$ cat src/rtl/demux_router.sv
// demux_router: registered 1-to-NCH demultiplexer with per-channel holding registers.
//
// Steers one WIDTH-bit word per cycle to the output channel chosen by in_sel. Each channel
// holds one word behind a valid/ready handshake, so consumers stall independently. Words
// addressed to a select >= NCH are always accepted, discarded and counted in a saturating
// drop counter.
//
// Ports:
//   clk        rising-edge clock
//   rst_n      asynchronous active-low reset
//   in_data    word to route
//   in_sel     destination channel index
//   in_valid   in_data/in_sel valid this cycle
//   in_ready   word accepted this cycle (combinational from in_sel and out_ready)
//   out_data   channel k at bits [k*WIDTH +: WIDTH]; stale data stays visible when empty
//   out_valid  bit k: channel k holds an undelivered word
//   out_ready  bit k: consumer k takes the word this cycle
//   drop_cnt   saturating count of words dropped for an illegal select

module demux_router #(
    parameter int unsigned WIDTH = 16,
    parameter int unsigned NCH   = 9,
    parameter int unsigned CNTW  = 8
) (
    input  logic                 clk,
    input  logic                 rst_n,
    input  logic [WIDTH-1:0]     in_data,
    input  logic [3:0]           in_sel,
    input  logic                 in_valid,
    output logic                 in_ready,
    output logic [NCH*WIDTH-1:0] out_data,
    output logic [NCH-1:0]       out_valid,
    input  logic [NCH-1:0]       out_ready,
    output logic [CNTW-1:0]      drop_cnt
);

    logic [NCH*WIDTH-1:0] data_q, data_d;
    logic [NCH-1:0]       valid_q, valid_d;
    logic [CNTW-1:0]      drop_q, drop_d;

    logic [NCH-1:0] sel_hit;
    logic [NCH-1:0] slot_free;
    logic [NCH-1:0] load;
    logic           legal;
    logic           accept;
    logic           drop;

    // One-hot decode of the select; an all-zero result means the select is illegal.
    always_comb begin
        sel_hit = '0;
        for (int unsigned k = 0; k < NCH; k++) begin
            sel_hit[k] = (32'(in_sel) == k);
        end
    end

    assign legal     = |sel_hit;
    // A slot can take a word if it is empty or its current word leaves this cycle.
    assign slot_free = ~valid_q | out_ready;
    assign in_ready  = ~legal | (|(sel_hit & slot_free));
    assign accept    = in_valid & in_ready;
    assign load      = sel_hit & {NCH{accept}};
    assign drop      = accept & ~legal;

    always_comb begin
        data_d = data_q;
        for (int unsigned k = 0; k < NCH; k++) begin
            if (load[k]) begin
                data_d[k*WIDTH +: WIDTH] = in_data;
            end
        end
    end

    // Load wins over delivery, so a simultaneous deliver+load keeps the slot full.
    assign valid_d = (valid_q & ~out_ready) | load;

    always_comb begin
        drop_d = drop_q;
        if (drop && (drop_q != {CNTW{1'b1}})) begin
            drop_d = drop_q + 1'b1;
        end
    end

    always_ff @(posedge clk or negedge rst_n) begin
        if (!rst_n) begin
            data_q  <= '0;
            valid_q <= '0;
            drop_q  <= '0;
        end else begin
            data_q  <= data_d;
            valid_q <= valid_d;
            drop_q  <= drop_d;
        end
    end

    assign out_data  = data_q;
    assign out_valid = valid_q;
    assign drop_cnt  = drop_q;

endmodule

$ cat config.mk
export PLATFORM = sky130hd
export DESIGN_NAME = demux_router
export DESIGN_NICKNAME = d
export VERILOG_FILES = /design/src/rtl/demux_router.sv
export SDC_FILE = /design/constraint.sdc
export NUM_CORES = 1
export LEC_CHECK = 0
export BUFFER_PORTS_ARGS = -buffer_cell sky130_fd_sc_hd__buf_2
export CORE_ASPECT_RATIO = 0.7
export CORE_MARGIN = 3
export CORE_UTILIZATION = 55
export DETAILED_ROUTE_END_ITERATION = 7
export PLACE_DENSITY = 0.87
export SYNTH_ARGS = -nofsm -noshare
export SYNTH_HDL_FRONTEND = slang
export SYNTH_SLANG_ARGS = --single-unit
$ cat constraint.sdc
create_clock -name clk -period 3.1 [get_ports clk]
set_clock_uncertainty 0.05 [all_clocks]
set_input_delay 0.155 -clock clk [delete_from_list [all_inputs] [get_ports clk]]
set_output_delay 0.155 -clock clk [all_outputs]
set_load 0.05 [all_outputs]
==> flow_metrics.py <==
metrics = {
    "synthesis": {
        "async_flop_share": 1.00,
        "synth_top_area_share": 0.642,
        "muxShareOfSynthArea": 0.267,
        "syn_inst": 402,
        "synth-compound-area-share": 0.0142,
        "synth_fa_ha_area_frac": 0.00199,
        "synth-xor-area-share": 0.00558,
        "synth_cell_type_count": 33,
        "yosys_warnings": 0,
        "ys_seq_elements": 161,
        "synth-edff-count": 0,
        "synth.most_common_cell": "dfrtp_1",
        "synth-simple-area-share": 0.0504,
        "yosys.area.top_type": "dfrtp_1",
        "synthTopCellsByCount": "161 x dfrtp_1, 137 x mux2_2, 16 x nand2_1",
        "synth.area.top_cells": "dfrtp_1 64%, mux2_2 25%, mux2_4 2.2%",
        "synth_top_family_by_area": "multiplexers",
        "avgSynthCellArea_sq_um": 15.6,
        "seq_area_frac_synth": 0.642,
        "synthesis.nets": 435,
        "synth_flop_cell": "dfrtp_1",
        "syn_area_sq_um": 6270,
    },
    "clock_tree": {
        "ctsResizeCount": 0,
        "postCtsSetupRepairBufs": 0,
        "htree_levels": 4,
        "cts-root-buf": "clkbuf_16",
        "postCtsHoldBufs": 5,
        "clockBufferDepth": 2,
        "cts.clk_slew.worst_paths_ps": 60,
        "cts_tree": "done",
        "cts_buffers": 17,
        "clock-sinks": 161,
        "clock_latency_ps": 410,
    },
    "floorplan": {
        "num_io_pins": 194,
        "die_area_sq_um": 12700,
        "start_util": 0.584,
        "dieHeight_microns": 95.4,
        "rows": 31,
        "core_sq_um": 10700,
        "die_x_microns": 134,
    },
    "power_and_ir_drop": {
        "ir_drop_v": 0.000608,
        "power.density_nw_per_um2": 971,
        "p_leak_nw": 4.14,
    },
    "critical_path": {
        "timing.rr.start": "out_valid[1]",
        "worstPathRequired_ps": 3340,
        "cp-startpoint": "out_ready[1]",
        "cp_cell_sequence": "dlygate4sd3_1, buf_2, nand2b_1, o21ai_0, or4b_1, mux2_4",
        "slowest_stage": "or4b_1",
        "start_kind": "input pin",
        "cp_max_fo": 17,
        "max_stage_delay_ps": 970,
        "critPathKind": "in -> reg",
        "cp-end-kind": "register",
        "arrival_ps": 2470,
    },
    "grt": {
        "grt_max_degree": 90,
        "grt_usage": 0.265,
        "grt_pass1_wl_microns": 25300,
        "grt_overflow": 0,
        "grt_antenna_before_repair": 0,
        "grt_pass1_vias": 4521,
    },
    "timing": {
        "min_period_ps": 2230,
        "setup_slack_ps": 869,
        "worst_slew_pin_slew_ps": 954,
        "slew_violations": 0,
        "tns_ps": 0,
        "period_share": 0.720,
        "setup_viol": 0,
        "timing.fmax_mhz": 448,
        "finalHoldViolCount": 0,
        "hold_slack_ps": 31.3,
        "slew-limit-headroom": 0.364,
        "rsz0062_at_grt": "false",
    },
    "placed_design": {
        "dp_hpwl_microns": 11500,
        "io_buffers": 193,
        "dpl_cell_area_sq_um": 7400,
        "dp_slack_ps": 913,
        "placed_cells": 735,
        "place.gp.congestion": 0.919,
    },
    "finish": {
        "final_cell_area_sq_um": 8080,
        "nets": 644,
        "syn_to_final_growth_pct": 28.8,
        "drive_gt1_frac": 0.608,
        "instances_no_fill": 771,
        "diodes": 0,
        "fill_cells": 689,
    },
    "detailed_routing": {
        "ant_nets": 0,
        "wl_per_cell_microns": 21.4,
        "firstDrtPassIters": 4,
        "drc": 0,
        "drt_iter0_drc": 274,
        "avgViaCountPerCell": 5.49,
        "wirelength_microns": 16500,
        "vias": 4229,
    },
    "status": {
        "status": "finished clean",
    },
    "hold_path": {
        "hold_class": "in -> reg",
        "hp-start": "out_ready[5]",
    },
    "job": {
        "drv_cap": 0,
    },
}
sequential cells by signal, indices dropped and copies added (netlist names):
| register | count |
|---|---|
| out_data | 144 |
| out_valid | 9 |
| drop_cnt | 8 |
final timing paths:
kind / to / slack [ps] / depth (start not counted)
min reg2reg: out_data[50] / 450 / 1
max: out_data[57] / 870 / 6
min in group asynchronous: out_data[133] / 330 / 2
max reg2reg: out_data[57] / 900 / 4
min: out_valid[5] / 30 / 3
max in group asynchronous: out_data[33] / 1700 / 3
cell type report:
| cell class | instances | area (sq um) | area share |
|---|---|---|---|
| clock buffers | 20 | 457 | 0.0565 |
| flip-flops and latches | 161 | 4030 | 0.499 |
| multi-input cells | 221 | 2130 | 0.264 |
| clock inverters | 11 | 178 | 0.0220 |
| repair buffers | 207 | 1090 | 0.135 |
| well taps | 148 | 185 | 0.0229 |
| inverters | 3 | 11.3 | 0.00139 |
critical path: cells and delay by family:
family / cells / cell delay (ps)
simple gates: 2 / 1100
compound gates: 1 / 110
buf+inv: 2 / 650
mux: 1 / 450
logic make-up (layout without fill, tap and decap cells):
family | Yosys count | after routing
XOR/XNOR | 4 | 4
multiplexers | 146 | 146
AND/OR/NAND/NOR | 57 | 57
flip-flops | 161 | 161
adder cells (fa/ha/maj) | 1 | 1
buffers and inverters | 20 | 241
AO/OA/AOI/OAI | 13 | 13
where the power goes:
part	internal [mW]	switching, mW	leakage [nW]	total (mW)
sequential	2.55	0.277	2.02	2.83
combinational	0.678	2.10	1.83	2.78
clock	1.40	0.839	0.299	2.23
through the flow:
stage / util / total power [mW]
finish: 0.752 / 7.84
global route: 0.752 / 8.11
CTS: 0.752 / 7.88
detailed placement: 0.688 / 5.63
global placement: 0.688 / 5.54
floorplan: - / 4.88
routing by layer:
metal | track usage | part of all wire | routed length (microns) | up-vias
li1 | - | - | - | 1851
met1 | 0.337 | 0.40 | 6590 | 2216
met2 | 0.456 | 0.52 | 8570 | 136
met3 | 0.0701 | 0.060 | 988 | 26
met4 | 0.0813 | 0.020 | 330 | 0
met5 | 0 | 0 | 0 | -
cells in the final DEF (no fill, tap or decap), drive strengths merged, types with 2 or more instances in the layout:
cell | Yosys | final
nand2 | 16 | 16
nor3 | 5 | 5
clkinvlp | 0 | 3
and4b | 2 | 2
nand3 | 4 | 4
dlygate4sd3 | 0 | 5
xor2 | 4 | 4
o21ai | 3 | 3
and3b | 2 | 2
nor2b | 3 | 3
clkinv | 0 | 2
clkbuf | 0 | 20
nor2 | 3 | 3
nor4 | 2 | 2
dfrtp | 161 | 161
inv | 3 | 5
nand2b | 10 | 10
nand3b | 2 | 2
a21oi | 3 | 3
buf | 17 | 202
and3 | 2 | 2
and2 | 2 | 2
mux2 | 146 | 146
bufinv | 0 | 4
Note: power is estimated with default switching activity, not from simulation.
